`config.mk`:
```
export PLATFORM = sky130hd
export DESIGN_NAME = instr_fetch_unit
export DESIGN_NICKNAME = d
export VERILOG_FILES = /design/src/rtl/instr_fetch_unit.sv
export SDC_FILE = /design/constraint.sdc
export NUM_CORES = 1
export LEC_CHECK = 0
export CAP_MARGIN = 10
export CORE_UTILIZATION = 36
export DETAILED_ROUTE_END_ITERATION = 10
export GPL_ROUTABILITY_DRIVEN = 0
export PLACE_DENSITY_LB_ADDON = 0.15
export SLEW_MARGIN = 20
export SYNTH_ARGS = -nofsm -noshare
export SYNTH_HDL_FRONTEND = slang
export SYNTH_SLANG_ARGS = --single-unit
```
`constraint.sdc`:
```
create_clock -name clk -period 2.9 [get_ports clk]
set_clock_uncertainty 0.05 [all_clocks]
set_input_delay 0.435 -clock clk [delete_from_list [all_inputs] [get_ports clk]]
set_output_delay 0.435 -clock clk [all_outputs]
set_load 0.1 [all_outputs]
```
`src/rtl/instr_fetch_unit.sv`:
```
// instr_fetch_unit: instruction fetch stage for the 16-bit CPU.
// Owns the program counter, issues reads to a synchronous instruction memory
// (data returns one cycle after the request), buffers returned words in a
// 2-entry prefetch queue and hands them downstream over valid/ready.
// Supports jump (queue flush and redirect) and halt (stop issuing new fetches).
//
// Ports:
//   clk          system clock, rising edge
//   rst          asynchronous active-low reset
//   imem_addr    fetch address (equals pc), meaningful when imem_rd=1
//   imem_rd      fetch request (combinational)
//   imem_data    memory word for the request issued one cycle earlier
//   instr        head of the prefetch queue (stale when instr_valid=0)
//   instr_valid  prefetch queue non-empty
//   instr_ready  downstream accepts instr this cycle
//   jump         single-cycle redirect pulse
//   jump_addr    redirect target
//   halt         level; no new fetches while high
module instr_fetch_unit #(
  parameter int unsigned ADDR_W   = 8,
  parameter int unsigned DATA_W   = 16,
  parameter int unsigned RESET_PC = 0
) (
  input  logic              clk,
  input  logic              rst,
  output logic [ADDR_W-1:0] imem_addr,
  output logic              imem_rd,
  input  logic [DATA_W-1:0] imem_data,
  output logic [DATA_W-1:0] instr,
  output logic              instr_valid,
  input  logic              instr_ready,
  input  logic              jump,
  input  logic [ADDR_W-1:0] jump_addr,
  input  logic              halt
);

  localparam int unsigned DEPTH = 2;
  localparam logic [ADDR_W-1:0] RESET_ADDR = ADDR_W'(RESET_PC);

  typedef enum logic [1:0] {
    ST_BOOT = 2'd0,
    ST_RUN  = 2'd1,
    ST_HALT = 2'd2
  } state_t;

  state_t            state_q, state_d;
  logic [ADDR_W-1:0] pc_q, pc_d;
  logic [DATA_W-1:0] fifo_q [DEPTH];
  logic [DATA_W-1:0] fifo_d [DEPTH];
  logic              head_q, head_d;
  logic [1:0]        count_q, count_d;
  logic              inflight_q, inflight_d;
  logic              kill_q, kill_d;

  logic              pop;
  logic              push;
  logic              redirect;
  logic              issue;
  logic [2:0]        occupancy;
  logic [2:0]        limit;

  // State registers
  always_ff @(posedge clk or negedge rst) begin
    if (!rst) begin
      state_q    <= ST_BOOT;
      pc_q       <= RESET_ADDR;
      head_q     <= 1'b0;
      count_q    <= 2'd0;
      inflight_q <= 1'b0;
      kill_q     <= 1'b0;
      for (int unsigned i = 0; i < DEPTH; i++) begin
        fifo_q[i] <= '0;
      end
    end else begin
      state_q    <= state_d;
      pc_q       <= pc_d;
      head_q     <= head_d;
      count_q    <= count_d;
      inflight_q <= inflight_d;
      kill_q     <= kill_d;
      for (int unsigned i = 0; i < DEPTH; i++) begin
        fifo_q[i] <= fifo_d[i];
      end
    end
  end

  // Next-state, queue update and fetch issue
  always_comb begin
    state_d    = state_q;
    pc_d       = pc_q;
    head_d     = head_q;
    count_d    = count_q;
    inflight_d = 1'b0;
    kill_d     = 1'b0;
    for (int unsigned i = 0; i < DEPTH; i++) begin
      fifo_d[i] = fifo_q[i];
    end

    redirect = jump && (state_q != ST_BOOT);
    pop      = (count_q != 2'd0) && instr_ready && !jump;
    // A response landing in the jump cycle is dropped by the flush itself.
    push     = inflight_q && !kill_q && !redirect;

    // Room for another request: count + inflight < 2 + pop
    occupancy = 3'(count_q) + 3'(inflight_q);
    limit     = 3'd2 + 3'(pop);
    issue     = (state_q == ST_RUN) && !halt && !jump && (occupancy < limit);

    imem_rd   = issue;
    imem_addr = pc_q;

    unique case (state_q)
      ST_BOOT: state_d = ST_RUN;
      ST_RUN:  if (halt)  state_d = ST_HALT;
      ST_HALT: if (!halt) state_d = ST_RUN;
      default: state_d = ST_BOOT;
    endcase

    if (issue) begin
      pc_d       = pc_q + ADDR_W'(1);
      inflight_d = 1'b1;
    end

    if (redirect) begin
      count_d = 2'd0;
      pc_d    = jump_addr;
      kill_d  = inflight_q;
    end else begin
      // Tail slot is head + count; when full, push only happens with pop,
      // so the slot being vacated by the head receives the new tail word.
      if (push) begin
        fifo_d[head_q ^ count_q[0]] = imem_data;
      end
      if (pop) begin
        head_d = ~head_q;
      end
      unique case ({push, pop})
        2'b10:   count_d = count_q + 2'd1;
        2'b01:   count_d = count_q - 2'd1;
        default: count_d = count_q;
      endcase
    end
  end

  assign instr       = fifo_q[head_q];
  assign instr_valid = (count_q != 2'd0);

endmodule

```
==> impl_metrics.py <==
metrics = {
    "route": {
        "wire_per_inst_um": 14.5,
        "antenna_left": 0,
        "vias": 1573,
        "dr.pass1.iters": 4,
        "drc_errors": 0,
        "via_per_inst": 5.12,
        "wl_um": 4450,
        "drt_iter0_drc": 57,
    },
    "outcome": {
        "run_status": "finished clean",
    },
    "global_routing": {
        "grt_max_degree": 38,
        "first_global_vias": 1530,
        "use_met1_pct": 19.1,
        "grt_overflow": 0,
        "grt_util_met2_pct": 24.7,
        "busiest_layer": "met2",
        "grt_pass1_wl_um": 7380,
        "grt_util_met3_pct": 3.71,
        "grtUsageTotal_pct": 15.0,
        "antenna_found_initial": 0,
    },
    "placed_design": {
        "port_buffers": 54,
        "dp_slack_ps": 378,
    },
    "layout": {
        "fin_nets": 263,
        "n_fill_cell": 574,
        "num_antenna_cells": 0,
        "final_util_pct": 49.0,
        "layout-drive-gt1-share_pct": 39.7,
        "area_growth_pct": 30.1,
    },
    "floorplan": {
        "start_util_pct": 37.6,
        "core_mm2": 0.00596,
        "die_h_um": 80.9,
        "num_rows": 28,
        "dieArea_mm2": 0.00655,
        "io_pins": 55,
        "die_w_um": 80.9,
    },
    "synth": {
        "synth.area.top_cells": "dfrtp_1, mux2_2, ha_1, xor2_1, nor2_1",
        "yosysWarnings": 0,
        "yosysMostFrequentCell": "mux2_2",
        "netlist.area_leader.share_pct": 52.5,
        "synth-seq-cells": 47,
        "yosysTopAreaCell": "dfrtp_1",
        "synth_area_mm2": 0.00224,
        "syn_area_per_cell_um2": 13.0,
        "syn_inst": 172,
        "ys_seq_area_share_pct": 52.5,
        "synth_edf_count": 0,
        "synthFlopType": "dfrtp_1",
        "ys_types": 36,
        "synth_common_cells": "mux2_2, dfrtp_1, nor2_1",
        "async_flop_share_pct": 100,
        "synth_fp_nets": 204,
    },
    "min_path": {
        "hold_class": "in -> async",
    },
    "flow_run": {
        "drv_cap": 0,
    },
    "clock_network": {
        "cts.hold.buffers_added": 0,
        "cts-root-buf": "clkbuf_8",
        "clock_path_buffers": 2,
        "cts_resized": 0,
        "tritoncts": "yes",
        "clock_sinks": 47,
        "post_cts_buffers": 0,
        "cts_buffers": 5,
        "h-tree-depth": 2,
        "path_clk_slew_ps": 80,
        "clk_latency_ps": 300,
    },
    "timing": {
        "setup_viol": 0,
        "min_period_ps": 2680,
        "hold_viol": 0,
        "hold_ws_ps": 177,
        "finalSetupTns_ps": 0,
        "fmax_mhz": 373,
        "slew_headroom_pct": 44.6,
        "drv_slew": 0,
        "finalCritPeriodShare_pct": 92.5,
        "rsz0062_at_grt": "no",
        "worstMarginPinSlew_ps": 832,
        "fin_ws_ps": 219,
    },
    "worst_setup_path": {
        "cp.arrival_ps": 2200,
        "cp.required_ps": 2410,
        "worstSetupPathType": "reg -> out",
        "worstPathMaxFanout": 10,
        "startpoint_type": "flip-flop",
        "end_kind": "output port",
    },
}
==> area by class of cell <==
type / instances / area (um^2) / area share (%)
Sequential cell: 47 / 1180 / 40.3
Clock inverter: 1 / 5.00 / 0.172
Timing Repair Buffer: 60 / 541 / 18.5
Inverter: 1 / 3.75 / 0.129
Clock buffer: 7 / 76.3 / 2.62
Tap cell: 75 / 93.8 / 3.22
Multi-Input combinational cell: 116 / 1020 / 35.0
==> layer usage <==
| metal | part of all wire [%] | vias to the layer above |
|---|---|---|
| li1 | - | 753 |
| met1 | 44 | 774 |
| met2 | 50 | 39 |
| met3 | 4.4 | 7 |
| met4 | 1.5 | 0 |
| met5 | 0 | - |
==> flip-flops by register name, summed over array words and instances, names as in the netlist <==
register	count
inflight_q	1
state_q	2
head_q	1
kill_q	1
count_q	2
fifo_q	32
imem_addr	8
==> logic make-up (layout without fill, tap and decap cells) <==
family                   after synthesis  count (layout)  synth area share [%]
XOR/XNOR                               5               5                  1.95
AND/OR/NAND/NOR                       38              38                  10.4
multiplexers                          48              48                  24.1
AO/OA/AOI/OAI                         22              22                  7.31
adder cells (fa/ha/maj)                3               3                  1.67
flip-flops                            47              47                  52.5
buffers and inverters                  9              69                  2.06
==> per-stage QoR <==
| step | instance area (um^2) | std cells |
|---|---|---|
| after floorplan | 2240 | 172 |
| after global placement | 2840 | 299 |
| after detailed placement | 2840 | 299 |
| after CTS | 2920 | 307 |
| after global routing | 2920 | 307 |
| final | 2920 | 307 |
==> worst paths after layout <==
| check | start | endpoint | slack, ps | cells after the start |
|---|---|---|---|---|
| worst max-delay path | count_q[0] | imem_rd | 220 | 6 |
| max in group asynchronous | rst | fifo_q[4] | 1990 | 2 |
| worst max register to register | count_q[0] | imem_addr[6] | 600 | 6 |
| worst min register to register | fifo_q[20] | fifo_q[20] | 450 | 1 |
| min in group clk | fifo_q[20] | fifo_q[20] | 450 | 1 |
| worst min-delay path | rst | imem_addr[7] | 180 | 1 |
==> worst max-delay path, cell delays in order (launching register included) <==
cell      delay [ps]
dfrtp_1          450
ha_1             230
ha_1             200
nor4b_4          280
nand2b_1         260
nor2_2           260
buf_12           200
==> cells in the final DEF, fill, tap and decap left out, drive strengths merged, types with 3 or more instances in the layout <==
cell,n
a31oi,4
and2,3
buf,33
clkbuf,7
clkdlybuf4s50,27
dfrtp,47
ha,3
mux2,48
nand2,4
nand2b,3
nand3,4
nor2,8
o21ai,3
o31ai,3
or4,4
xor2,4
Power is not shown: default switching activity piles up to over one toggle a cycle in this logic, so the estimate is an artifact.
